## src/rtl/interp_bilineal_seq.sv

```systemverilog
// rtl/interp_bilineal_seq.sv - sequential bilinear interpolator sharing one 17x9 multiplier
// One multiply-accumulate per state; result emitted 7 edges after the request is sampled.
module interp_bilineal_seq #(
  parameter int ROUND = 1
) (
  input  logic       clk,
  input  logic       rst,
  input  logic       valid_in,
  input  logic [7:0] I00,
  input  logic [7:0] I10,
  input  logic [7:0] I01,
  input  logic [7:0] I11,
  input  logic [7:0] alpha,
  input  logic [7:0] beta,
  output logic       valid_out,
  output logic [7:0] pixel_out,
  output logic       busy
);

  typedef enum logic [2:0] {
    S_IDLE, S_T0, S_T1, S_B0, S_B1, S_V0, S_V1, S_OUT
  } state_t;

  state_t      state_q, state_d;
  logic [7:0]  i00_q, i10_q, i01_q, i11_q, alpha_q, beta_q;
  logic [7:0]  i00_d, i10_d, i01_d, i11_d, alpha_d, beta_d;
  logic [15:0] top_q, top_d, bot_q, bot_d;
  logic [24:0] acc_q, acc_d;
  logic [7:0]  pixel_q, pixel_d;
  logic        valid_q, valid_d;

  logic [8:0]  inv_alpha, inv_beta;
  logic [16:0] mul_a;
  logic [8:0]  mul_b;
  logic [24:0] prod;
  logic [9:0]  pix_wide;

  assign inv_alpha = 9'd256 - {1'b0, alpha_q};
  assign inv_beta  = 9'd256 - {1'b0, beta_q};

  // The single shared multiplier; the widest product (65280*256) fits in 25 bits.
  assign prod = 25'(mul_a * mul_b);

  assign pix_wide = 10'((26'(acc_q) + ((ROUND != 0) ? 26'd32768 : 26'd0)) >> 16);

  always_comb begin
    state_d = state_q;
    i00_d   = i00_q;
    i10_d   = i10_q;
    i01_d   = i01_q;
    i11_d   = i11_q;
    alpha_d = alpha_q;
    beta_d  = beta_q;
    top_d   = top_q;
    bot_d   = bot_q;
    acc_d   = acc_q;
    pixel_d = pixel_q;
    valid_d = 1'b0;
    mul_a   = '0;
    mul_b   = '0;
    case (state_q)
      S_IDLE: begin
        if (valid_in) begin
          i00_d   = I00;
          i10_d   = I10;
          i01_d   = I01;
          i11_d   = I11;
          alpha_d = alpha;
          beta_d  = beta;
          state_d = S_T0;
        end
      end
      S_T0: begin
        mul_a   = {9'd0, i00_q};
        mul_b   = inv_alpha;
        top_d   = prod[15:0];
        state_d = S_T1;
      end
      S_T1: begin
        mul_a   = {9'd0, i10_q};
        mul_b   = {1'b0, alpha_q};
        top_d   = top_q + prod[15:0];
        state_d = S_B0;
      end
      S_B0: begin
        mul_a   = {9'd0, i01_q};
        mul_b   = inv_alpha;
        bot_d   = prod[15:0];
        state_d = S_B1;
      end
      S_B1: begin
        mul_a   = {9'd0, i11_q};
        mul_b   = {1'b0, alpha_q};
        bot_d   = bot_q + prod[15:0];
        state_d = S_V0;
      end
      S_V0: begin
        mul_a   = {1'b0, top_q};
        mul_b   = inv_beta;
        acc_d   = prod;
        state_d = S_V1;
      end
      S_V1: begin
        mul_a   = {1'b0, bot_q};
        mul_b   = {1'b0, beta_q};
        acc_d   = acc_q + prod;
        state_d = S_OUT;
      end
      S_OUT: begin
        pixel_d = (pix_wide > 10'd255) ? 8'hFF : pix_wide[7:0];
        valid_d = 1'b1;
        state_d = S_IDLE;
      end
      default: state_d = S_IDLE;
    endcase
  end

  always_ff @(posedge clk or posedge rst) begin
    if (rst) begin
      state_q <= S_IDLE;
      i00_q   <= '0;
      i10_q   <= '0;
      i01_q   <= '0;
      i11_q   <= '0;
      alpha_q <= '0;
      beta_q  <= '0;
      top_q   <= '0;
      bot_q   <= '0;
      acc_q   <= '0;
      pixel_q <= '0;
      valid_q <= 1'b0;
    end else begin
      state_q <= state_d;
      i00_q   <= i00_d;
      i10_q   <= i10_d;
      i01_q   <= i01_d;
      i11_q   <= i11_d;
      alpha_q <= alpha_d;
      beta_q  <= beta_d;
      top_q   <= top_d;
      bot_q   <= bot_d;
      acc_q   <= acc_d;
      pixel_q <= pixel_d;
      valid_q <= valid_d;
    end
  end

  assign valid_out = valid_q;
  assign pixel_out = pixel_q;
  assign busy      = (state_q != S_IDLE);

endmodule

```

## config.mk

```make
export PLATFORM = sky130hd
export DESIGN_NAME = interp_bilineal_seq
export DESIGN_NICKNAME = d
export VERILOG_FILES = /design/src/rtl/interp_bilineal_seq.sv
export SDC_FILE = /design/constraint.sdc
export NUM_CORES = 1
export LEC_CHECK = 0
export CAP_MARGIN = 25
export CORE_MARGIN = 10
export CORE_UTILIZATION = 55
export DETAILED_ROUTE_END_ITERATION = 8
export GPL_ROUTABILITY_DRIVEN = 0
export PLACE_DENSITY_LB_ADDON = 0.3
export SYNTH_ARGS = -nofsm -noshare
export SYNTH_HDL_FRONTEND = slang
export SYNTH_SLANG_ARGS = --single-unit
```

## constraint.sdc

```tcl
create_clock -name clk -period 15.3 [get_ports clk]
set_clock_uncertainty 0.05 [all_clocks]
set_input_delay 1.53 -clock clk [delete_from_list [all_inputs] [get_ports clk]]
set_output_delay 1.53 -clock clk [all_outputs]
set_load 0.03 [all_outputs]
```

* Word level (Yosys, flattened, before mapping)
Cells that the tools add are included.
Word-level totals: register bits 117, output and inout bits 10
Cells by class: multipliers 1, order comparisons 1, equal/unequal tests 8, reduce and logical (&&, ||, !) cells 8, add/sub/neg operators 6, multiplexer cells 9
Operator list (number):
- $pmux W16 S6 | 1
- $pmux W16 S2 | 2
- $pmux W25 S2 | 1
- $pmux W9 S4 | 1
- $add A16 B16 Y16 | 2
- $add A25 B16 Y26 const B | 1
- $add A25 B25 Y25 | 1
- $mul A17 B9 Y25 | 1
- $pmux W3 S8 | 1
- $sub A9 B8 Y9 const A | 2
- $eq A3 B3 Y1 const B | 4
- $gt A10 B8 Y1 const B | 1
- $mux W8 | 1
- $eq A3 B2 Y1 const B | 2
- $reduce_bool A2 Y1 | 3
- $reduce_or A2 Y1 | 2
- $eq A3 B1 Y1 const B | 1
- $logic_not A3 Y1 | 1
- $mux W3 | 1
- $reduce_bool A3 Y1 | 1
- $ne A2 B2 Y1 const B | 1
- $reduce_and A2 Y1 | 1
- $mux W1 | 1

* Longest topological paths before layout
Gate-level depths: netlist of run 1.
word-level depth 6, depth in mapped cells 38

* Least setup slack after synthesis of run 1
No wires, ideal clock.
path type register to register, from register state_q[0], to register acc_q[24], period minus slack after synthesis 8318 ps, path buffers 4, data required time 15163 ps, stages on the path, launching flop included 35, path slack 6982 ps, data arrival time 8182 ps, setup time 87 ps, cell sequence dfrtp_1 clkbuf_1 and3b_1 buf_2 mux2i_1 ha_1 clkbuf_1 o21a_1 o21ai_0 a32o_1 a211oi_1 buf_2 nor2_1 fa_1 inv_1 fa_1 fa_1 fa_1 inv_1 ha_1 nand2_1 nor2_1 a211oi_1 nand2_1 xnor2_1 inv_1 ha_1 nand3_1 a21oi_1 a211o_2 o311a_1 a2111oi_4 xnor2_1 or4_1 o211ai_1
Between the ends: word-level cells in the longest chain between the ends 6
RTL lines:
- start, declared | RTL line 24 | state_t state_q, state_d;
- start signal, assigned | RTL line 133 | state_q <= state_d;
- $eq A3 B3 Y1, or another cell as far along | RTL line 61 | case (state_q)
- $reduce_or A2 Y1 (no line)
- $pmux W9 S4 | RTL line 61
- $mul A17 B9 Y25 | RTL line 42 | assign prod = 25'(mul_a * mul_b);
- $add A25 B25 Y25 | RTL line 106 | acc_d = acc_q + prod;
- $pmux W25 S2 | RTL line 61
- end signal, assigned | RTL line 129 | acc_q <= '0;
- end signal, assigned | RTL line 142 | acc_q <= acc_d;
- end, declared | RTL line 28 | logic [24:0] acc_q, acc_d;
Several ways; a longest one is shown, not always the timed one. A chain may end at the register's enable or synchronous reset.

* Worst setup path in the final report of run 1
Ends and elaborated chain as after synthesis.

==> results of run 1 <==
-- placed cells by master (no fill, tap or decap), drive strengths merged, types with 19 or more instances in the layout --
cell type,n
inv,159
nand2,152
nor2,130
dfrtp,117
fa,102
ha,102
o21ai,86
a21oi,79
clkdlybuf4s50,60
mux2,49
a22oi,48
xnor2,42
nand3,31
xor2,28
nand2b,24
a21o,23
a211oi,19
-- registers in the layout, summed over array words and instances, names as in the netlist --
signal and count:
acc_q 25, bot_q 16, top_q 16, alpha_q 8
beta_q 8, i00_q 8, i01_q 8, i10_q 8
i11_q 8, pixel_out 8, state_q 3, valid_out 1
-- layout make-up --
cell class | count | area (um2) | share of cell area
Timing Repair Buffer | 78 | 739 | 0.0521
Inverter | 152 | 573 | 0.0404
Sequential cell | 117 | 2930 | 0.206
Tap cell | 285 | 357 | 0.0251
Multi-Input combinational cell | 1116 | 8940 | 0.630
Clock buffer | 18 | 439 | 0.0309
Clock inverter | 14 | 213 | 0.0150
-- layer usage --
layer / track usage / wire (um) / share of wire / vias up
li1: - / - / - / 5077
met1: 0.304 / 14500 / 0.43 / 5247
met2: 0.400 / 16200 / 0.47 / 435
met3: 0.0390 / 1900 / 0.056 / 87
met4: 0.111 / 1570 / 0.046 / 0
met5: 0 / 0 / 0 / -
-- worst max-delay path: cells and delay by family, from the launching register on --
kind	cells	cell delay, ns
adder cells (fa/ha/maj)	6	2.68
buffers and inverters	4	0.77
AND/OR/NAND/NOR	9	1.93
XOR/XNOR	2	0.60
flip-flops	1	0.95
AO/OA/AOI/OAI	9	2.54
multiplexers	1	0.39
-- per-stage QoR --
stage / setup slack [ns] / instances
global placement: 5.44 / 1747
detailed placement: 5.39 / 1748
CTS: 5.39 / 1780
floorplan: 6.98 / 1441
finish: 5.28 / 1780
global route: 4.66 / 1780
-- worst max-delay path by stage --
stage                     startpoint        end  cells past startpoint
final                     state_q[0]  acc_q[24]                     31
after global routing      state_q[0]  acc_q[24]                     31
after CTS                 state_q[0]  acc_q[24]                     31
after detailed placement  state_q[0]  acc_q[24]                     31
after global placement    state_q[0]  acc_q[24]                     31
after floorplan           state_q[0]  acc_q[24]                     34
-- cell families after synthesis --
family | count (synthesis) | share of synthesized area
compound gates | 353 | 0.185
xor+xnor | 70 | 0.0483
flops | 117 | 0.231
buf+inv | 208 | 0.0665
mux | 61 | 0.0529
fa+ha+maj | 204 | 0.261
simple gates | 428 | 0.155
==> run_results.csv, run 1 <==
group,metric,value,unit
run_status,status,"complete, no violations",
min_path,worstHoldPathCells,2,
worst_setup_path,r2r_end,"acc_q[24]",
clocking,clock_latency,0.43,ns
detailed_routing,wl,34200,um
floorplan,dieArea,29600,um2
timing,post-route-min-period,10.02,ns
floorplan,fp.coreArea,22700,um2
min_path,whs_endpoint,"pixel_out[2]",
floorplan,rows,55,
worst_setup_path,r2r_start,"state_q[0]",
floorplan,start_util,0.559,
synthesis,syn_area,12700,um2
timing,period_share,0.655,
synthesis,synth_common_cells,"inv_1 (152), nand2_1 (152), nor2_1 (129)",
clocking,cts_buffers,17,
worst_setup_path,critPathRequiredTime,15.59,ns
cells_and_area,layout-drive-gt1-share,0.0890,
cells_and_area,nets,1737,
synthesis,synth_area_per_cell,8.81,um2
worst_setup_path,r2r_cells,31,
placed_design,place_area,13500,um2
clocking,cts_tree,"done",
detailed_routing,drtIter0Drc,1094,
synthesis,synthFlopType,"dfrtp_1",
detailed_routing,vias,10800,
placed_design,hpwl,26000,um
detailed_routing,dr.pass1.iters,6,
detailed_routing,route.detailed.drc,0,
clocking,ctsHoldBuffers,0,
placed_design,place.port_buffers,60,
synthesis,ys_ff_latch,117,
timing,finalSetupTns,0,ns
worst_setup_path,max_stage_delay,0.95,ns
worst_setup_path,crit_top_cell,"fa_1",
cells_and_area,design_area,14200,um2
clocking,post_cts_buffers,0,
synthesis,synth_nets,1696,
job,drv_cap,0,
global_routing,track_usage,0.242,
synthesis,synthTopCellsByArea,"dfrtp_1 (23%), fa_1 (16%), ha_1 (10%)",
worst_setup_path,end_kind,"flip-flop",
min_path,hold_class,"flip-flop to flip-flop",
timing,tightest_slew,1.03,ns
cells_and_area,finalCoreUtilization,0.625,
floorplan,io_pins,61,
clocking,path_clk_slew,0.06,ns
timing,hold_violations,0,
timing,rsz0062_at_grt,"false",
floorplan,die_h,172,um
worst_setup_path,crit_fanout,35,
clocking,cts_root_buffer,"clkbuf_16",
global_routing,overflow,0,
detailed_routing,avgRoutedWirePerCell,19.2,um
global_routing,grt_pass1_wl,57000,um
synthesis,synth_edf_count,0,
floorplan,die_w,172,um
global_routing,antenna_found_initial,0,
clocking,clock_sinks,117,
clocking,cts_resized,0,
cells_and_area,diodes,0,
cells_and_area,nFillCells,1891,
synthesis,async_flop_share,1.00,
detailed_routing,final_antenna_net_count,0,
global_routing,grt_start_max_net_pins,64,
synthesis,synth_top_area_frac,0.231,
clocking,h-tree-depth,4,
timing,slew_violations,0,
synthesis,syn_inst,1441,
cells_and_area,area_growth_syn_to_layout,11.8,%
synthesis,synth-warning-count,0,
worst_setup_path,startpoint_type,"flip-flop",
worst_setup_path,r2r_slack,5.28,ns
timing,setup_violations,0,
global_routing,grt_pass1_vias,10900,
timing,fin_hold_ws,0.420,ns
worst_setup_path,cp_slowest_cell,"dfrtp_1",
clocking,clk_path_buf_depth,2,
timing,timing.slew.headroom,0.314,
worst_setup_path,criticalPathCategory,"flip-flop to flip-flop",
worst_setup_path,arrival,10.31,ns
synthesis,yosysTopAreaCell,"dfrtp_1",
min_path,worstHoldStart,"pixel_out[2]",
synthesis,ys_types,82,
detailed_routing,viasPerCell,6.09,
synthesis,seq_area_frac_synth,0.231,
timing,fmax,99.8,MHz
Power of run 1 is left out: the tool's default activity adds up to more than one toggle a clock period on the data nets, which glitch-free logic cannot reach.
==> run 2: changes to the inputs <==
==> constraint.sdc (replaced) <==
create_clock -name clk -period 8.93 [get_ports clk]
set_clock_uncertainty 0.05 [all_clocks]
set_input_delay 0.893 -clock clk [delete_from_list [all_inputs] [get_ports clk]]
set_output_delay 0.893 -clock clk [all_outputs]
set_load 0.03 [all_outputs]
==> run 2 against run 1 <==
  * Highest routed layer unchanged
  * Sequential share of layout area decreased by 0.35 points
  * Sequential cell count unchanged
  * Global-route usage increased by 0.31 points
  * Non-clock buffer count increased by 23
  * Register-to-register slack got worse by 4.9 ns
  * Final area increased by 1.7%
==> run_results.csv, run 2 (same netlist as run 1, synthesis figures left out) <==
group,metric,value,unit
global_routing,busiest_layer,"met2",
cells_and_area,nets,1760,
cells_and_area,reg_top3,"acc_q x25, bot_q x16, top_q x16",
floorplan,fp.coreArea,22700,um2
global_routing,track_usage,0.245,
timing,slew_violations,0,
timing,hold_violations,0,
global_routing,met2_usage,0.408,
global_routing,gr-usage-met3,0.0347,
worst_setup_path,criticalPathCategory,"flip-flop to flip-flop",
timing,timing.slew.headroom,0.325,
global_routing,grt_pass1_wl,58000,um
cells_and_area,design_area,14400,um2
worst_setup_path,max_stage_delay,0.58,ns
detailed_routing,wl,35200,um
floorplan,dieArea,29600,um2
cells_and_area,largest_reg_flops,25,
global_routing,grt_start_max_net_pins,64,
placed_design,hpwl,27200,um
global_routing,grt_pass1_vias,11200,
clocking,cts_root_buffer,"clkbuf_16",
floorplan,rows,55,
cells_and_area,most-common-layout-cells,"nand2_1 (152), inv_1 (151), nor2_1 (128)",
worst_setup_path,r2r_slack,0.35,ns
worst_setup_path,startpoint_type,"flip-flop",
min_path,hold_class,"flip-flop to flip-flop",
global_routing,use_met1,0.310,
cells_and_area,layout_commonest_cell,"nand2_1",
global_routing,overflow,0,
worst_setup_path,r2r_end,"acc_q[24]",
timing,period_share,0.961,
detailed_routing,route.detailed.drc,0,
clocking,clock_latency,0.42,ns
detailed_routing,dr.pass1.iters,6,
clocking,cts_tree,"done",
worst_setup_path,crit_fanout,11,
detailed_routing,avgRoutedWirePerCell,19.5,um
placed_design,place_inst,1768,
job,drv_cap,0,
timing,fmax,117,MHz
cells_and_area,regMostFlops,"acc_q",
worst_setup_path,crit_top_cell,"fa_1",
timing,tightest_slew,1.01,ns
min_path,worstHoldStart,"pixel_out[4]",
detailed_routing,final_antenna_net_count,0,
floorplan,die_h,172,um
clocking,clk_path_buf_depth,2,
worst_setup_path,critPathRequiredTime,9.22,ns
worst_setup_path,end_kind,"flip-flop",
floorplan,start_util,0.559,
global_routing,antenna_found_initial,0,
worst_setup_path,cp_slowest_cell,"fa_1",
detailed_routing,drtIter0Drc,1065,
placed_design,place_area,13700,um2
cells_and_area,layout-drive-gt1-share,0.111,
clocking,cts_buffers,17,
clocking,clock_sinks,117,
min_path,worstHoldPathCells,2,
floorplan,io_pins,61,
worst_setup_path,r2r_start,"state_q[1]",
cells_and_area,stdcell_count,1803,
run_status,status,"complete, no violations",
clocking,h-tree-depth,4,
timing,post-route-min-period,8.58,ns
detailed_routing,vias,11000,
detailed_routing,viasPerCell,6.12,
clocking,path_clk_slew,0.07,ns
cells_and_area,area_growth_syn_to_layout,13.7,%
cells_and_area,diodes,0,
floorplan,die_w,172,um
worst_setup_path,arrival,8.87,ns
cells_and_area,nFillCells,1893,
placed_design,place.port_buffers,60,
min_path,whs_endpoint,"pixel_out[4]",
placed_design,preCtsSetupSlack,0.0961,ns
timing,finalWorstSetupSlack,0.348,ns
worst_setup_path,r2r_cells,31,
timing,setup_violations,0,
run 2: cell count changes in the layout (fill, tap and decap cells not counted), moves of 2 or more:
cell,change
xnor2_2,+4
inv_8,+4
xnor2_1,-4
mux2i_2,+2
mux2i_1,-2
clkinv_4,-2
a211oi_1,-2
buf_4,+23
run 2: area by class of cell:
| type | instances | area, um2 | area share |
|---|---|---|---|
| Multi-Input combinational cell | 1116 | 9030 | 0.625 |
| Sequential cell | 117 | 2930 | 0.203 |
| Timing Repair Buffer | 101 | 913 | 0.0633 |
| Inverter | 152 | 573 | 0.0397 |
| Clock buffer | 17 | 425 | 0.0295 |
| Tap cell | 285 | 357 | 0.0247 |
| Clock inverter | 15 | 209 | 0.0145 |
run 2: worst max-delay path, delay by kind of cell, from the launching register on:
family | cells | cell delay [ns]
adder cells (fa/ha/maj) | 7 | 2.96
AO/OA/AOI/OAI | 11 | 2.45
AND/OR/NAND/NOR | 7 | 1.53
XOR/XNOR | 2 | 0.46
flip-flops | 1 | 0.37
buffers and inverters | 3 | 0.35
multiplexers | 1 | 0.32
run 2: how the worst max path moves through the flow:
stage / start / endpoint / depth (start not counted)
global placement: state_q[0] / acc_q[24] / 32
floorplan: state_q[0] / acc_q[24] / 34
global route: state_q[1] / acc_q[24] / 32
detailed placement: state_q[1] / acc_q[24] / 32
CTS: state_q[1] / acc_q[24] / 32
finish: state_q[1] / acc_q[24] / 31
run 2: layer usage:
layer  part of all wire  up-vias
li1                   -     5114
met5                  0        -
met2               0.47      462
met1               0.42     5375
met3              0.066       91
met4              0.042        0
run 2: stage by stage:
step | hold slack (ns) | TNS (ns) | util
floorplan | 0.406 | 0 | -
global placement | 0.401 | 0 | 0.602
detailed placement | 0.406 | 0 | 0.602
CTS | 0.421 | 0 | 0.630
global route | 0.457 | -0.00814 | 0.636
finish | 0.417 | 0 | 0.636
run 2: repair_timing:
item / 4_1_cts / 5_1_grt
setup endpoints to repair: 0 / 4
gates resized for setup: 0 / 17
buffers inserted: 0 / 2
hold buffers: 0 / 0
Power of run 2 is left out for the same reason.
